File: src/rtl/conv2d_frame_engine.sv
// Frame-buffered 3x3 convolution engine: loads an IMG_W x IMG_H frame, streams valid-region results.
// Optional rounding/saturation to pixel range is enabled with `define CONV_ROUND_SAT_EN.
module conv2d_frame_engine #(
  parameter int DATA_W    = 8,
  parameter int COEF_W    = 8,
  parameter int IMG_W     = 8,
  parameter int IMG_H     = 8,
  parameter int FRAC_BITS = 7
) (
  input  logic                       clk,
  input  logic                       rst,
  input  logic                       coef_we,
  input  logic [3:0]                 coef_addr,
  input  logic [COEF_W-1:0]          coef_data,
  input  logic                       start,
  input  logic [DATA_W-1:0]          din,
  input  logic                       in_valid,
  output logic                       in_ready,
  output logic [DATA_W+COEF_W+3:0]   dout,
  output logic                       out_valid,
  input  logic                       out_ready,
  output logic                       busy,
  output logic                       frame_done
);

  localparam int ACC_W  = DATA_W + COEF_W + 4;
  localparam int PROD_W = DATA_W + COEF_W;
  localparam int NPIX   = IMG_W * IMG_H;
  localparam int PIX_AW = $clog2(NPIX);
  localparam int COL_W  = $clog2(IMG_W);
  localparam int ROW_W  = $clog2(IMG_H);
  localparam int DEF_COEF [9] = '{8, 16, 8, 16, 32, 16, 8, 16, 8};

  typedef enum logic [2:0] {S_IDLE, S_LOAD, S_MUL, S_SUM, S_OUT, S_DONE} state_t;

  state_t              state, state_nxt;
  logic [PIX_AW-1:0]   pix_cnt;
  logic [ROW_W-1:0]    row;
  logic [COL_W-1:0]    col;
  logic [DATA_W-1:0]   pix_mem [NPIX];
  logic [COEF_W-1:0]   coef [9];
  logic [PROD_W-1:0]   prod [9];
  logic [PIX_AW-1:0]   win_addr [9];
  logic [ACC_W-1:0]    sum;
  logic [ACC_W-1:0]    dout_nxt;
  logic                in_fire, out_fire, last_pix, last_col, last_row;

  assign in_fire  = in_valid & in_ready;
  assign out_fire = out_valid & out_ready;
  assign last_pix = (pix_cnt == PIX_AW'(NPIX - 1));
  assign last_col = (col == COL_W'(IMG_W - 3));
  assign last_row = (row == ROW_W'(IMG_H - 3));

  always_ff @(posedge clk or posedge rst) begin
    if (rst) state <= S_IDLE;
    else     state <= state_nxt;
  end

  always_comb begin
    state_nxt = state;
    case (state)
      S_IDLE: if (start) state_nxt = S_LOAD;
      S_LOAD: if (in_fire && last_pix) state_nxt = S_MUL;
      S_MUL:  state_nxt = S_SUM;
      S_SUM:  state_nxt = S_OUT;
      S_OUT:  if (out_fire) state_nxt = (last_row && last_col) ? S_DONE : S_MUL;
      S_DONE: state_nxt = S_IDLE;
      default: state_nxt = S_IDLE;
    endcase
  end

  always_comb begin
    in_ready   = (state == S_LOAD);
    out_valid  = (state == S_OUT);
    busy       = (state != S_IDLE);
    frame_done = (state == S_DONE);
  end

  // Pixel write pointer and output window position
  always_ff @(posedge clk or posedge rst) begin
    if (rst) begin
      pix_cnt <= '0;
      row     <= '0;
      col     <= '0;
    end else begin
      if (state == S_IDLE && start) begin
        pix_cnt <= '0;
        row     <= '0;
        col     <= '0;
      end
      if (in_fire) pix_cnt <= last_pix ? '0 : pix_cnt + 1'b1;
      if (state == S_OUT && out_fire) begin
        if (last_col) begin
          col <= '0;
          row <= row + 1'b1;
        end else begin
          col <= col + 1'b1;
        end
      end
    end
  end

  always_ff @(posedge clk) begin
    if (in_fire) pix_mem[pix_cnt] <= din;
  end

  // Kernel is only writable while idle so a running frame always sees one kernel
  always_ff @(posedge clk or posedge rst) begin
    if (rst) begin
      for (int k = 0; k < 9; k++) coef[k] <= COEF_W'(DEF_COEF[k]);
    end else if (state == S_IDLE && coef_we && coef_addr <= 4'd8) begin
      coef[coef_addr] <= coef_data;
    end
  end

  always_comb begin
    for (int k = 0; k < 9; k++)
      win_addr[k] = PIX_AW'((int'(row) + k / 3) * IMG_W + int'(col) + k % 3);
  end

  always_ff @(posedge clk or posedge rst) begin
    if (rst) begin
      for (int k = 0; k < 9; k++) prod[k] <= '0;
    end else if (state == S_MUL) begin
      for (int k = 0; k < 9; k++)
        prod[k] <= PROD_W'(pix_mem[win_addr[k]]) * PROD_W'(coef[k]);
    end
  end

  always_comb begin
    sum = '0;
    for (int k = 0; k < 9; k++) sum = sum + ACC_W'(prod[k]);
  end

`ifdef CONV_ROUND_SAT_EN
  localparam logic [ACC_W:0] PIX_MAX = (ACC_W+1)'((2 ** DATA_W) - 1);
  localparam logic [ACC_W:0] HALF    = (ACC_W+1)'(2 ** (FRAC_BITS - 1));
  logic [ACC_W:0] rnd, shifted;
  always_comb begin
    rnd      = {1'b0, sum} + HALF;
    shifted  = rnd >> FRAC_BITS;
    dout_nxt = (shifted > PIX_MAX) ? PIX_MAX[ACC_W-1:0] : shifted[ACC_W-1:0];
  end
`else
  assign dout_nxt = sum;
`endif

  always_ff @(posedge clk or posedge rst) begin
    if (rst)                dout <= '0;
    else if (state == S_SUM) dout <= dout_nxt;
  end

endmodule
File: config.mk
export PLATFORM = sky130hd
export DESIGN_NAME = conv2d_frame_engine
export DESIGN_NICKNAME = d
export VERILOG_FILES = /design/src/rtl/conv2d_frame_engine.sv
export SDC_FILE = /design/constraint.sdc
export NUM_CORES = 2
export LEC_CHECK = 0
export BUFFER_PORTS_ARGS = -buffer_cell sky130_fd_sc_hd__buf_2
export CAP_MARGIN = 20
export CORE_ASPECT_RATIO = 1.5
export CORE_UTILIZATION = 58
export DETAILED_ROUTE_END_ITERATION = 7
export GPL_ROUTABILITY_DRIVEN = 0
export PLACE_DENSITY = 0.77
export SLEW_MARGIN = 25
export SYNTH_ARGS = -nofsm -noshare
export SYNTH_HDL_FRONTEND = slang
export SYNTH_SLANG_ARGS = --single-unit
File: constraint.sdc
create_clock -name clk -period 21.4 [get_ports clk]
set_input_delay 1.07 -clock clk [delete_from_list [all_inputs] [get_ports clk]]
set_output_delay 1.07 -clock clk [all_outputs]
set_load 0.05 [all_outputs]
==> out/results.ini <==
[synth]
yosysWarnings = 0
synth_xor_area_frac = 0.01575
syn_inst = 4853
synthDistinctLibCells = 66
synth-compound-area-share = 0.04734
yosys.area.top_type = edfxtp_1
yosys-top-cells-count = mux4_2 (587), inv_1 (571), edfxtp_1 (512)
synth_fa_ha_area_frac = 0.2089
synth-seq-cells = 763
yosysSeqAreaShare = 0.3458
syn_area_mm2 = 0.06266
avgSynthCellArea_um2 = 12.91
synth_mux_area_frac = 0.2342
synth_top_area_frac = 0.2454
yosysMostFrequentCell = mux4_2
yosys.area_share.simple = 0.09862
synthesis.nets = 5665
synth_area_leaders = edfxtp_1 (25%), mux4_2 (21%), fa_1 (14%)
synth-edff-count = 512
synth_top_family_by_area = multiplexers
ys.flop_type = edfxtp_1
synth-async-reset-ratio = 0.3290

[placement]
dp_hpwl_mm = 144.0
place_inst = 6190
port_buffers = 49

[worst_hold_path]
hold_class = in -> async

[setup_path]
r2r_setup_slack_ps = 12170
required_ps = 21930
worst_setup_path_end_kind = register
crit-reg2reg-launch = col[1]
worstPathMaxFanout = 66
timing.rr.end = prod[77]
r2r_cells = 25
startpoint_type = register
crit_type = reg -> reg
cp.arrival_ps = 9760

[layout]
multi_input_area_mm2 = 0.03820
nets = 5667
syn_to_final_growth_pct = 7.420
final_cell_count_no_fill = 6344
num-fill-cells = 7809
regArea_mm2 = 0.02168
fin_util = 0.6288
layout-drive-gt1-share = 0.2035

[route]
drt-total-wl_mm = 199.5
route.met3.wl_mm = 22.83
viasPerCell = 6.840
drtIter0Drc = 5450
vias = 43390
top_layer = met5
antenna_left = 0
drc = 0
wire_per_inst_um = 31.44
wl_met2_mm = 92.92
drt_pass1_iterations = 7
wl_met1_mm = 59.67

[clocking]
path_clk_slew_ps = 70
clock_latency_ps = 720
post-cts-setup-buffers = 0
cts_tree = yes
root_buffer = clkbuf_16
hold_buffers = 0
cts_num_sinks = 763
cts_htree_levels = 3
cts_made_buffers = 78
clock_path_buffers = 3
cts_resized = 0

[sta]
fin_skew_ps = 56.70
post-route-period-util = 0.4313
maxSlewViolCount = 0
slew_headroom = 0.2228
max_freq_mhz = 108.3
grt_setup_unrepaired = no
finalHoldViolCount = 0
period_minus_slack_ps = 9230
worst_slew_pin_slew_ps = 1133
finalSetupTns_ps = 0
setup_viol = 0

[die]
initial_utilization = 0.5854
die_w_um = 270.4
rows = 147
core_mm2 = 0.1070
die-area_mm2 = 0.1094
ios = 50
fp.dieH_um = 404.6

[grt]
grt_max_degree = 105
grt_pass1_vias = 44330
grt_overflow = 0
antenna_found_initial = 26
grt_pass1_wl_mm = 293.2
grt_usage = 0.3743

[outcome]
status = finished, final reports clean

[run]
maxCapViolations = 0

[pwr]
p_per_area_mw_per_mm2 = 80.01
vdd_drop_max_v = 0.00007056
leakagePower_nw = 27.84

cell families after synthesis:
family,count (synthesis)
adders and majority gates,786
AOI/OAI and AO/OA,470
DFF,763
muxes,722
xor gates and xnor gates,111
buffers and inverters,778
and+or+nand+nor,1223
through the flow:
stage                     setup WS (ps)  instance area, µm²  hold WS (ps)  total power (W)
after detailed placement          12420               64590         460.6         0.003936
after global routing              11910               67300         494.8         0.005719
final                             12170               67310         452.9         0.005386
after global placement            12520               64570         456.7         0.003862
after CTS                         12360               67210         474.3         0.005365
after floorplan                   13440               62660         459.0         0.003366
sequential cells by signal (all words and copies together), names as in the netlist:
register,cells
pix_cnt,6
row,3
pix_mem,512
prod,144
col,3
state,3
coef,72
dout,20
cell type report:
type,count,area share
Multi-Input combinational cell,3312,0.5675
Clock inverter,45,0.007714
Clock buffer,99,0.03123
Antenna cell,10,0.0003718
Sequential cell,763,0.3221
Tap cell,1415,0.02630
Timing Repair Buffer,128,0.01284
Inverter,572,0.03201
routing by layer:
metal | up-vias | GRT usage
li1 | 17510 | -
met1 | 21840 | 0.3985
met2 | 3070 | 0.5908
met3 | 950 | 0.1174
met4 | 22 | 0.3496
met5 | - | 0.01249
how the worst max path moves through the flow:
| stage | from | end | cells past startpoint |
|---|---|---|---|
| 6_report | col[1] | prod[77] | 25 |
| 5_1_grt | col[0] | prod[15] | 21 |
| 4_1_cts | col[0] | prod[15] | 21 |
| 3_5_place_dp | col[0] | prod[15] | 21 |
| 3_3_place_gp | col[1] | prod[79] | 24 |
| 2_1_floorplan | rst | coef[0] | 1 |
where the power goes:
part	internal [W]	switching (W)
registers	0.00166	0.000139
clock network	0.000781	0.000647
logic	0.000914	0.00125
total	0.00335	0.00203
worst max-delay path, stage by stage, from the launching register on:
cell	delay (ps)
dfrtp_4	840
inv_1	120
buf_4	250
ha_4	980
buf_4	910
mux4_2	410
mux4_2	320
nand2_1	300
a31oi_1	990
nand2_1	190
fa_1	460
inv_1	80
fa_1	420
ha_1	290
inv_1	50
fa_1	470
inv_1	40
ha_1	310
nor2b_1	140
o21ai_0	150
nand2b_1	120
a2111oi_0	420
nor3_1	170
a41oi_1	270
xor2_1	160
o21ai_0	80
placed cells by master (no fill, tap or decap), types with 24 or more instances in the layout:
cell type  count
nor2_1       117
dfrtp_1      238
and2_1       477
inv_1        570
xor2_1        42
edfxtp_1     512
fa_1         434
nand3_1       49
a21o_1        41
a21oi_1       90
mux2i_1       51
mux4_2       587
o21ai_0      151
clkbuf_16     79
a211oi_1      28
nand2_1      429
xnor2_1       53
mux2_2        83
a31oi_1       24
ha_1         349
o31ai_1       29
nor3_1        26
buf_2         43
buf_4         82
No activity file was read; power rests on OpenSTA's default activity.
